==> config.mk <==
export PLATFORM = sky130hd
export DESIGN_NAME = svf_voice_scheduler_flat
export DESIGN_NICKNAME = d
export VERILOG_FILES = /design/src/rtl/svf_sched_pkg.sv /design/src/rtl/svf_voice_scheduler_if.sv /design/src/rtl/svf_step.sv /design/src/rtl/svf_voice_scheduler.sv /design/src/flat_wrapper.sv
export SDC_FILE = /design/constraint.sdc
export NUM_CORES = 1
export LEC_CHECK = 0
export CORE_UTILIZATION = 40
export DETAILED_ROUTE_END_ITERATION = 10
export SLEW_MARGIN = 20
export SYNTH_ARGS = -nofsm -noshare
export SYNTH_HDL_FRONTEND = slang
export SYNTH_SLANG_ARGS = --single-unit
==> constraint.sdc <==
create_clock -name clk -period 31.8 [get_ports clk]
set_input_delay 6.36 -clock clk [delete_from_list [all_inputs] [get_ports clk]]
set_output_delay 6.36 -clock clk [all_outputs]
set_load 0.05 [all_outputs]
==> src/rtl/svf_sched_pkg.sv <==
// Shared types and Q8.4 arithmetic helpers for the time-multiplexed state-variable filter scheduler.
package svf_sched_pkg;

  localparam int W_AUD = 8;   // signed audio sample width
  localparam int W_Q   = 12;  // signed Q8.4 state/datapath width
  localparam int W_A1  = 11;  // cutoff coefficient width

  typedef enum logic [1:0] {
    MODE_LP  = 2'b00,
    MODE_BP  = 2'b01,
    MODE_HP  = 2'b10,
    MODE_BYP = 2'b11
  } mode_e;

  typedef enum logic [1:0] {
    S_IDLE = 2'd0,
    S_RUN  = 2'd1,
    S_DONE = 2'd2
  } state_e;

  function automatic logic signed [W_Q-1:0] sat12(input logic signed [W_Q:0] x);
    if (x > 13'sd2047)       return 12'sh7FF;
    else if (x < -13'sd2048) return 12'sh800;
    else                     return x[W_Q-1:0];
  endfunction

  function automatic logic signed [W_Q-1:0] sat_add(input logic signed [W_Q-1:0] a,
                                                    input logic signed [W_Q-1:0] b);
    logic signed [W_Q:0] s;
    s = {a[W_Q-1], a} + {b[W_Q-1], b};
    return sat12(s);
  endfunction

  function automatic logic signed [W_Q-1:0] sat_sub(input logic signed [W_Q-1:0] a,
                                                    input logic signed [W_Q-1:0] b);
    logic signed [W_Q:0] s;
    s = {a[W_Q-1], a} - {b[W_Q-1], b};
    return sat12(s);
  endfunction

endpackage

==> src/rtl/svf_voice_scheduler_if.sv <==
// Control/data bundle between the voice generators, the scheduler and the output mixer.
interface svf_voice_scheduler_if #(
  parameter int NUM_CH = 3
);
  localparam int MIX_W = 8 + $clog2(NUM_CH);

  logic                      sample_tick;
  logic [8*NUM_CH-1:0]       audio_in;
  logic [11*NUM_CH-1:0]      alpha1;
  logic [2*NUM_CH-1:0]       alpha2;
  logic [2*NUM_CH-1:0]       mode;
  logic                      state_clr;
  logic                      ovr_clr;
  logic                      busy;
  logic                      out_valid;
  logic [2:0]                out_ch;
  logic signed [7:0]         out_sample;
  logic                      frame_done;
  logic signed [MIX_W-1:0]   mix_out;
  logic                      overrun;

  modport master (
    output sample_tick, audio_in, alpha1, alpha2, mode, state_clr, ovr_clr,
    input  busy, out_valid, out_ch, out_sample, frame_done, mix_out, overrun
  );

  modport slave (
    input  sample_tick, audio_in, alpha1, alpha2, mode, state_clr, ovr_clr,
    output busy, out_valid, out_ch, out_sample, frame_done, mix_out, overrun
  );

endinterface

==> src/rtl/svf_step.sv <==
// One combinational Chamberlin SVF step in saturating Q8.4: produces hp, next bp and next lp.
module svf_step
  import svf_sched_pkg::*;
(
  input  logic signed [W_AUD-1:0] i_audio,
  input  logic signed [W_Q-1:0]   i_bp,
  input  logic signed [W_Q-1:0]   i_lp,
  input  logic [6:0]              i_f,       // alpha1[10:4]
  input  logic [1:0]              i_alpha2,
  output logic signed [W_Q-1:0]   o_hp,
  output logic signed [W_Q-1:0]   o_bp,
  output logic signed [W_Q-1:0]   o_lp
);

  // Shift-and-add multiply: f[10-k] weights x>>>k, so the MSB of f is the 1/16 term.
  function automatic logic signed [W_Q-1:0] f_mul(input logic signed [W_Q-1:0] x,
                                                  input logic [6:0] f);
    logic signed [W_Q-1:0] acc;
    acc = '0;
    for (int k = 4; k <= 10; k++) begin
      if (f[10-k]) acc = acc + (x >>> k);
    end
    return acc;
  endfunction

  function automatic logic signed [W_Q-1:0] q_mul(input logic signed [W_Q-1:0] x,
                                                  input logic [1:0] a2);
    return (a2[1] ? (x >>> 1) : 12'sd0) + (a2[0] ? (x >>> 2) : 12'sd0);
  endfunction

  logic signed [W_Q-1:0] w_in;
  logic signed [W_Q-1:0] w_in_lp;

  assign w_in    = {i_audio, 4'b0000};
  assign w_in_lp = sat_sub(w_in, i_lp);
  assign o_hp    = sat_sub(w_in_lp, q_mul(i_bp, i_alpha2));
  assign o_bp    = sat_add(i_bp, f_mul(o_hp, i_f));
  assign o_lp    = sat_add(i_lp, f_mul(o_bp, i_f));

endmodule

==> src/rtl/svf_voice_scheduler.sv <==
// Shares one svf_step across NUM_CH channels per sample_tick and emits per-channel taps plus a frame mix.
// Optional per-channel cutoff slewing is enabled by defining SVF_CUTOFF_SLEW_EN.
module svf_voice_scheduler
  import svf_sched_pkg::*;
#(
  parameter int NUM_CH    = 3,
  parameter int SLEW_STEP = 16
) (
  input  logic                 clk,
  input  logic                 rst_n,
  svf_voice_scheduler_if.slave bus
);

  localparam int IDX_W = $clog2(NUM_CH);
  localparam int MIX_W = W_AUD + $clog2(NUM_CH);

  if (NUM_CH < 2 || NUM_CH > 8 || SLEW_STEP < 1) begin : g_bad_cfg
    $error("svf_voice_scheduler: NUM_CH must be 2..8 and SLEW_STEP >= 1");
  end

  state_e                  r_state;
  state_e                  w_state_nxt;
  logic                    w_busy;
  logic                    w_run;
  logic                    w_done;

  logic [2:0]              r_ch;
  logic [IDX_W-1:0]        w_idx;
  logic signed [W_AUD-1:0] r_snap [NUM_CH];
  logic signed [W_Q-1:0]   r_bp   [NUM_CH];
  logic signed [W_Q-1:0]   r_lp   [NUM_CH];
  logic                    r_clr_pend;
  logic signed [MIX_W-1:0] r_acc;

  logic                    r_out_valid;
  logic [2:0]              r_out_ch;
  logic signed [W_AUD-1:0] r_out_sample;
  logic                    r_frame_done;
  logic signed [MIX_W-1:0] r_mix;
  logic                    r_overrun;

  mode_e                   w_mode;
  logic [6:0]              w_f;
  logic signed [W_Q-1:0]   w_hp;
  logic signed [W_Q-1:0]   w_bp_n;
  logic signed [W_Q-1:0]   w_lp_n;
  logic signed [W_AUD-1:0] w_tap;

  assign w_idx  = r_ch[IDX_W-1:0];
  assign w_mode = mode_e'(bus.mode[2*w_idx +: 2]);

  // FSM: state register
  // NOTE: every clocked process uses non-blocking assignments so all registers update from pre-edge values.
  always_ff @(posedge clk or negedge rst_n) begin
    if (!rst_n) r_state <= S_IDLE;
    else        r_state <= w_state_nxt;
  end

  // FSM: next state
  // NOTE: each combinational output is given a default first so no path leaves it unassigned (no latch).
  always_comb begin
    w_state_nxt = r_state;
    unique case (r_state)
      S_IDLE:  if (bus.sample_tick) w_state_nxt = S_RUN;
      S_RUN:   if (r_ch == 3'(NUM_CH-1)) w_state_nxt = S_DONE;
      S_DONE:  w_state_nxt = S_IDLE;
      default: w_state_nxt = S_IDLE;
    endcase
  end

  // FSM: decoded state outputs
  always_comb begin
    w_busy = 1'b0;
    w_run  = 1'b0;
    w_done = 1'b0;
    unique case (r_state)
      S_RUN:   begin w_busy = 1'b1; w_run  = 1'b1; end
      S_DONE:  begin w_busy = 1'b1; w_done = 1'b1; end
      default: begin w_busy = 1'b0; end
    endcase
  end

`ifdef SVF_CUTOFF_SLEW_EN
  logic [W_A1-1:0] r_cur_a1 [NUM_CH];
  logic [W_A1-1:0] w_a1_cur;
  logic [W_A1-1:0] w_a1_tgt;
  logic [W_A1-1:0] w_a1_nxt;

  assign w_a1_cur = r_cur_a1[w_idx];
  assign w_a1_tgt = bus.alpha1[W_A1*w_idx +: W_A1];
  assign w_f      = w_a1_cur[10:4];

  // Step toward the target, landing on it exactly when within one step.
  always_comb begin
    w_a1_nxt = w_a1_tgt;
    if (int'(w_a1_tgt) > int'(w_a1_cur) + SLEW_STEP)
      w_a1_nxt = w_a1_cur + W_A1'(SLEW_STEP);
    else if (int'(w_a1_tgt) + SLEW_STEP < int'(w_a1_cur))
      w_a1_nxt = w_a1_cur - W_A1'(SLEW_STEP);
  end

  always_ff @(posedge clk or negedge rst_n) begin
    if (!rst_n) begin
      for (int k = 0; k < NUM_CH; k++) r_cur_a1[k] <= '0;
    end else if (w_run) begin
      r_cur_a1[w_idx] <= w_a1_nxt;
    end
  end
`else
  assign w_f = bus.alpha1[W_A1*w_idx + 4 +: 7];
`endif

  svf_step u_step (
    .i_audio  (r_snap[w_idx]),
    .i_bp     (r_bp[w_idx]),
    .i_lp     (r_lp[w_idx]),
    .i_f      (w_f),
    .i_alpha2 (bus.alpha2[2*w_idx +: 2]),
    .o_hp     (w_hp),
    .o_bp     (w_bp_n),
    .o_lp     (w_lp_n)
  );

  always_comb begin
    w_tap = w_lp_n[11:4];
    unique case (w_mode)
      MODE_LP:  w_tap = w_lp_n[11:4];
      MODE_BP:  w_tap = w_bp_n[11:4];
      MODE_HP:  w_tap = w_hp[11:4];
      MODE_BYP: w_tap = r_snap[w_idx];
      default:  w_tap = w_lp_n[11:4];
    endcase
  end

  // NOTE: the per-channel arrays are small architectural register files, so they reset like any other flop.
  always_ff @(posedge clk or negedge rst_n) begin
    if (!rst_n) begin
      for (int k = 0; k < NUM_CH; k++) begin
        r_snap[k] <= '0;
        r_bp[k]   <= '0;
        r_lp[k]   <= '0;
      end
      r_ch         <= '0;
      r_clr_pend   <= 1'b0;
      r_acc        <= '0;
      r_out_valid  <= 1'b0;
      r_out_ch     <= '0;
      r_out_sample <= '0;
      r_frame_done <= 1'b0;
      r_mix        <= '0;
      r_overrun    <= 1'b0;
    end else begin
      r_out_valid  <= 1'b0;
      r_frame_done <= 1'b0;

      if (bus.sample_tick && w_busy) r_overrun <= 1'b1;
      else if (bus.ovr_clr)          r_overrun <= 1'b0;

      if (bus.state_clr && w_busy) r_clr_pend <= 1'b1;

      if (w_run) begin
        if (w_mode != MODE_BYP) begin
          r_bp[w_idx] <= w_bp_n;
          r_lp[w_idx] <= w_lp_n;
        end
        r_out_valid  <= 1'b1;
        r_out_ch     <= r_ch;
        r_out_sample <= w_tap;
        r_acc        <= r_acc + {{(MIX_W-W_AUD){w_tap[W_AUD-1]}}, w_tap};
        r_ch         <= r_ch + 3'd1;
      end else if (w_done) begin
        r_frame_done <= 1'b1;
        r_mix        <= r_acc;
        r_acc        <= '0;
        r_clr_pend   <= 1'b0;
        // A clear requested during the frame lands here, after the last channel has been written.
        if (r_clr_pend || bus.state_clr) begin
          for (int k = 0; k < NUM_CH; k++) begin
            r_bp[k] <= '0;
            r_lp[k] <= '0;
          end
        end
      end else begin
        if (bus.state_clr) begin
          for (int k = 0; k < NUM_CH; k++) begin
            r_bp[k] <= '0;
            r_lp[k] <= '0;
          end
        end
        if (bus.sample_tick) begin
          for (int k = 0; k < NUM_CH; k++) r_snap[k] <= bus.audio_in[W_AUD*k +: W_AUD];
          r_ch <= '0;
        end
      end
    end
  end

  assign bus.busy       = w_busy;
  assign bus.out_valid  = r_out_valid;
  assign bus.out_ch     = r_out_ch;
  assign bus.out_sample = r_out_sample;
  assign bus.frame_done = r_frame_done;
  assign bus.mix_out    = r_mix;
  assign bus.overrun    = r_overrun;

endmodule

==> src/flat_wrapper.sv <==
// flat-port wrapper written by rule: the top's interface ports become plain ports
module svf_voice_scheduler_flat import svf_sched_pkg::*;
#(
  parameter int NUM_CH    = 3,
  parameter int SLEW_STEP = 16
)
  (clk, rst_n, bus_sample_tick, bus_audio_in, bus_alpha1, bus_alpha2, bus_mode, bus_state_clr, bus_ovr_clr, bus_busy, bus_out_valid, bus_out_ch, bus_out_sample, bus_frame_done, bus_mix_out, bus_overrun);
  svf_voice_scheduler_if #(.NUM_CH(NUM_CH)) bus_i ();
  input  logic clk;
  input  logic rst_n;
  input wire logic [$bits(bus_i.sample_tick)-1:0] bus_sample_tick;
  input wire logic [$bits(bus_i.audio_in)-1:0] bus_audio_in;
  input wire logic [$bits(bus_i.alpha1)-1:0] bus_alpha1;
  input wire logic [$bits(bus_i.alpha2)-1:0] bus_alpha2;
  input wire logic [$bits(bus_i.mode)-1:0] bus_mode;
  input wire logic [$bits(bus_i.state_clr)-1:0] bus_state_clr;
  input wire logic [$bits(bus_i.ovr_clr)-1:0] bus_ovr_clr;
  output wire logic [$bits(bus_i.busy)-1:0] bus_busy;
  output wire logic [$bits(bus_i.out_valid)-1:0] bus_out_valid;
  output wire logic [$bits(bus_i.out_ch)-1:0] bus_out_ch;
  output wire logic [$bits(bus_i.out_sample)-1:0] bus_out_sample;
  output wire logic [$bits(bus_i.frame_done)-1:0] bus_frame_done;
  output wire logic [$bits(bus_i.mix_out)-1:0] bus_mix_out;
  output wire logic [$bits(bus_i.overrun)-1:0] bus_overrun;
  assign bus_i.sample_tick = bus_sample_tick;
  assign bus_i.audio_in = bus_audio_in;
  assign bus_i.alpha1 = bus_alpha1;
  assign bus_i.alpha2 = bus_alpha2;
  assign bus_i.mode = bus_mode;
  assign bus_i.state_clr = bus_state_clr;
  assign bus_i.ovr_clr = bus_ovr_clr;
  assign bus_busy = bus_i.busy;
  assign bus_out_valid = bus_i.out_valid;
  assign bus_out_ch = bus_i.out_ch;
  assign bus_out_sample = bus_i.out_sample;
  assign bus_frame_done = bus_i.frame_done;
  assign bus_mix_out = bus_i.mix_out;
  assign bus_overrun = bus_i.overrun;
  svf_voice_scheduler #(.NUM_CH(NUM_CH), .SLEW_STEP(SLEW_STEP)) u_core (.clk(clk), .rst_n(rst_n), .bus(bus_i));
endmodule
# Word level (Yosys, flattened, before mapping)
# Index checks and enable logic that the tools add are counted.
# classes
n_eq_ne,12
n_lt_le_gt_ge,10
n_reduce_logical,16
shifts,3
bitwise,3
n_addsub,20
n_mul,1
muxes,64
# ops
cell,count
2-to-1 mux 12 bit,29
2-to-1 mux 36 bit,7
bitwise mux 36 bit,2
"> comparator 13 x 12 -> 1 bit, second input constant",4
"< comparator 13 x 12 -> 1 bit, second input constant",4
binary-select mux 12 bit (select 2 bit),2
variable part select 33 x 33 -> 7 bit,1
one-hot mux 8 bit (4 select lines),1
adder 12 x 12 -> 13 bit,2
subtractor 12 x 12 -> 13 bit,2
adder 12 x 2 -> 12 bit,2
adder 12 x 3 -> 12 bit,2
adder 12 x 4 -> 12 bit,2
adder 12 x 5 -> 12 bit,2
adder 12 x 6 -> 12 bit,2
adder 12 x 7 -> 12 bit,2
demux 12 bit (select 2 bit),1
2-to-1 mux 10 bit,2
binary-select mux 8 bit (select 2 bit),1
2-to-1 mux 8 bit,2
adder 12 bit,1
variable part select 6 x 4 -> 2 bit,2
2-to-1 mux 1 bit,11
adder 10 bit,1
24 further kinds,42
# word_totals
regBits,136
wordCells,148
output_inout_bits,25
inputBits,74

# Logic depth before layout (Yosys ltp)
# logic_depth
depth_word,49
depth_mapped,144
ltp_nobuf,138

# Cells and area by module
# Synthesis repeated with hierarchy kept, for this count alone.
# unflattened
hier_cells,1992
hier_area_um2,16738.6
# by_module_without_submodules
mod,area_each_um2,instances,seq_area_each_um2,cells_per_inst
svf_step,10005.8,1,0.0,1423
svf_voice_scheduler,6732.7,1,3403.3,569

# Worst setup path before layout
# OpenSTA, ideal clock, no wires.
# synth_path
path_kind,input to register
from,in bus_alpha2[2]
to,reg u_core.r_acc[9]
n_path_buf,3
t_required_ps,31665
t_arrival_ps,30882
stages,124
setup_slack_ps,783
setup_ps,135
cell_sequence,mux2i_1 -> nor2_1 -> a21oi_1 -> nor2_1 -> ha_1 -> a21o_1 -> a21oi_1 -> nor2_1 -> o21a_1 -> o21ai_0 -> nand2b_1 -> a21oi_1 -> nor2b_1 -> o21a_1 -> or3_1 -> nand2_1 -> ha_1 -> clkbuf_1 -> [88 not listed] -> or2_2 -> a21oi_1 -> a21oi_1 -> xor2_1 -> maj3_1 -> or2_2 -> a22o_1 -> ha_1 -> a21o_1 -> a21oi_1 -> o21bai_1 -> a21oi_1 -> o21bai_1 -> a21oi_1 -> o21ai_0 -> xor2_1 -> mux2i_1 -> o22ai_1
# synth_between
elab_chain_len,44
elab_cells_between_ends,47
cone_classes,add/sub (17); order compare (6); shift (1); mux (23)
# synth_rtl
item,line_no,source
start: declaration,flat_wrapper.sv:14,input wire logic [$bits(bus_i.alpha2)-1:0] bus_alpha2;
variable part select 6 x 4 -> 2 bit (*),svf_voice_scheduler.sv:118,".i_alpha2 (bus.alpha2[2*w_idx +: 2]),"
2-to-1 mux 12 bit (*),svf_step.sv:28,return (a2[1] ? (x >>> 1) : 12'sd0) + (a2[0] ? (x >>> 2) : 12'sd0);
adder 12 bit (*),svf_step.sv:28,
subtractor 12 x 12 -> 13 bit (*),svf_sched_pkg.sv:37,"s = {a[W_Q-1], a} - {b[W_Q-1], b};"
< comparator 13 x 12 -> 1 bit,svf_sched_pkg.sv:23,else if (x < -13'sd2048) return 12'sh800;
2-to-1 mux 12 bit,svf_sched_pkg.sv:23,
2-to-1 mux 12 bit (*),svf_sched_pkg.sv:22,if (x > 13'sd2047) return 12'sh7FF;
2-to-1 mux 12 bit,svf_step.sv:21,if (f[10-k]) acc = acc + (x >>> k);
[29 not listed],--,
adder 12 x 12 -> 13 bit,svf_sched_pkg.sv:30,"s = {a[W_Q-1], a} + {b[W_Q-1], b};"
< comparator 13 x 12 -> 1 bit,svf_sched_pkg.sv:23,
2-to-1 mux 12 bit,svf_sched_pkg.sv:23,
2-to-1 mux 12 bit,svf_sched_pkg.sv:22,
one-hot mux 8 bit (4 select lines) (*),svf_voice_scheduler.sv:126,unique case (w_mode)
named net u_core.w_tap[1],svf_voice_scheduler.sv:47,logic signed [W_AUD-1:0] w_tap;
adder 10 bit (*),svf_voice_scheduler.sv:169,"r_acc <= r_acc + {{(MIX_W-W_AUD){w_tap[W_AUD-1]}}, w_tap};"
2-to-1 mux 10 bit (*),svf_voice_scheduler.sv:161,if (w_run) begin
end signal: assignment,svf_voice_scheduler.sv:169,
end: declaration,svf_voice_scheduler.sv:33,logic signed [MIX_W-1:0] r_acc;
# The timed path passes the listed nets; every way through them passes the cells marked *.
# A chain may end at the register's enable or synchronous reset.

# Worst setup path in the final report
# layout_path
from,in bus_alpha2[3]
to,reg u_core.r_acc[9]
# The elaborated chain is that of the path after synthesis.

==> results.tsv <==
metric	value	unit
Clk Tree Root Cell	clkbuf_16	
Starting Density	40.50	%
Final Skew	16.26	ps
WP data required	32070	ps
area post-placement	20140	µm²
most used cell, CP	ha_1	
max_cap viols	0	
Compound-Gate Fraction of Synth Area	27.78	%
largest family of logic cells by synthesized area	compound AO/OA/AOI/OAI gates	
H-Tree Depth	4	
crit path DAT	30740	ps
cell count after placement	2939	
busiest grt layer	met2	
Post-Synth XOR/XNOR Area	6.976	%
fin nets	2720	
Worst Hold Class	register to register	
routability cong.	0.9087	
post-route cell area	21300	µm²
mux cell area share after synthesis	7.581	%
worst skew pair latency	430	ps
count of pins over their slew limit	0	
M1 GR Usage	33.77	%
global-route met3 utilization	3.313	%
synth warn	0	
Netlist cell types	94	
total gr overflow	0	
DR DRC count	0	
DRT antenna net count	0	
max incr delay on CP	500	ps
worst setup margin	1339	ps
setup violators final	0	
Layout area overhead	25.68	%
Slowest-stage cell, CP	or4_1	
first-pass GRT wire length	88230	µm
IO Port Bufs	86	
Die W	207.9	µm
number of synthesized register bits	136	
Via Count	17120	
# diodes	0	
Vias/cell	5.737	
Clk pin slew, worst setup/hold paths	60	ps
Worst Path Max Fanout	5	
Starting DRT DRC Count	1043	
initial antenna violation count	1	
Worst path top cell family by delay	compound AO/OA/AOI/OAI gates	
DRT Wirelength	55550	µm
setup TNS	0	ps
Die Ht	207.9	µm
Cells after Synth	2139	
outcome	complete, no violations	
CTS Buf Count	17	
Post-Layout Cell Count	2985	
Clock Tree Buf Depth	2	
syn nets	2426	
Hold Vio Cnt, Final	0	
EDFF count, synth	0	
Final min period	30460	ps
FP Rows	75	
register area share after synthesis	20.08	%
Worst-Margin Slew	1030	ps
Crit path depth	134	
Cell Area, Synth	16950	µm²
post-synthesis simple-gate area fraction	15.52	%
M2 GR Usage	43.24	%
number of cells on the worst hold path	2	
dpl hpwl	42730	µm
first drt pass iteration count	5	
CTS tree	done	
fraction of layout cells with a size suffix above 1	20.52	%
reg2reg path depth	132	
clock sink count	136	
worst path bufs/invs	12	
Post-synth top flop	dfrtp_1	
vias in the first global route	16880	
die area	43200	µm²
Setup CP Type	primary input to register	
fraction of registers with async set or reset after synthesis	100.0	%
I/O Pins	99	
Slew headroom	31.36	%
fin crit share	95.79	%
Worst Setup Start Kind	primary input	
FMAX	0.03283	GHz
Core Box Area	41850	µm²
routed length per placed instance	18.61	µm
CP endpoint kind	register	
largest net degree at the start of global routing	79	
syn_area_per_cell	7.924	µm²
Synth Area in Adders	16.96	%
Global Route Usage Sum	25.30	%
Place WS	-303.5	ps
-- stage by stage --
stage                     utilization [%]  hold slack (ps)
final                               50.90            483.6
after global routing                50.90            502.0
after CTS                           49.52            483.8
after detailed placement            48.12            469.0
after global placement              48.12            461.9
after floorplan                         -            449.2
-- Yosys cell counts (12+ instances only) --
library cell	n	area, µm²
mux2i_1	56	560.5
a22o_1	43	376.6
a211oi_1	21	157.7
dfrtp_1	136	3403
o211ai_1	17	127.6
xnor2_1	93	814.5
o21bai_1	25	187.7
o21a_1	25	187.7
nand3_1	33	165.2
o21ai_0	149	745.7
and3_1	12	75.07
a31oi_1	23	143.9
nor3_1	47	235.2
nand2_1	182	683.2
xor2_1	42	367.9
inv_1	138	518.0
or3_1	13	81.33
a21oi_1	190	950.9
nor2_1	219	822.0
nor2b_1	22	137.6
clkbuf_1	68	255.2
ha_1	197	2465
o22ai_1	21	131.4
mux2_2	61	686.9
a21o_1	67	503.0
fa_1	16	320.3
-- cells by family (layout without fill, tap and decap cells) --
kind of cell	after synthesis	after routing
AO/OA/AOI/OAI	712	712
AND/OR/NAND/NOR	589	589
buffers and inverters	226	533
adder cells (fa/ha/maj)	222	222
flip-flops	136	136
XOR/XNOR	135	135
multiplexers	119	119
-- registers in the layout, indices dropped and copies added, names as in the netlist --
| signal | cells |
|---|---|
| u_core.bus.out_sample | 8 |
| u_core.r_clr_pend | 1 |
| u_core.bus.overrun | 1 |
| u_core.r_ch | 3 |
| u_core.r_bp | 36 |
| u_core.r_state | 2 |
| u_core.r_lp | 36 |
| u_core.r_snap | 24 |
| u_core.r_acc | 10 |
| u_core.bus.out_ch | 3 |
| u_core.bus.frame_done | 1 |
| u_core.bus.out_valid | 1 |
| u_core.bus.mix_out | 10 |
-- area by class of cell --
class,instances,area (µm²)
flip-flops and latches,136,3406
well taps,539,674.4
inverters,139,524.3
clock buffers,18,439.2
multi-input cells,1777,13170
fillers,4023,20550
repair buffers,362,2938
clock inverters,14,150.1
-- worst paths after layout --
path / startpoint / end / slack (ps)
worst max-delay path: bus_alpha2[3] / u_core.r_acc[9] / 1340
worst min register to register: u_core.r_lp[35] / u_core.r_lp[35] / 480
min in group asynchronous: rst_n / u_core.r_acc[8] / 5910
worst min-delay path: u_core.r_lp[35] / u_core.r_lp[35] / 480
worst max register to register: u_core.r_ch[0] / u_core.r_acc[9] / 5380
max in group asynchronous: rst_n / u_core.r_bp[20] / 24490
-- cells in the final DEF, fill, tap and decap left out, drive strengths merged, types with 25 or more instances in the layout --
cell / count
a21o: 67
a21oi: 192
a22o: 43
buf: 277
clkdlybuf4s50: 85
dfrtp: 136
ha: 197
inv: 148
mux2: 62
mux2i: 56
nand2: 182
nand3: 34
nor2: 219
nor3: 48
o21a: 25
o21ai: 156
o21bai: 26
xnor2: 93
xor2: 42
-- worst min-delay path: stages (launching register included) --
cell,delay (ps)
dfrtp_1,340
nand2_1,50
o21ai_0,60
-- repair_timing --
item | in CTS | in global routing
buffers inserted | 0 | 14
hold buffers | 0 | 0
gates resized for setup | 1 | 103
endpoints found under the setup margin | 1 | 19
pin swaps | 0 | 31
-- routing by layer --
metal  wire (µm)  up-vias  share of wire (%)
li1            -     8370                  -
met1       25080     8249                 45
met2       26450      441                 48
met3        3039       64                5.5
met4         977        0                1.8
met5           0        -                  0
Power is left out: the tool's default activity adds up to more than one toggle a clock period on the data nets, which glitch-free logic cannot reach.
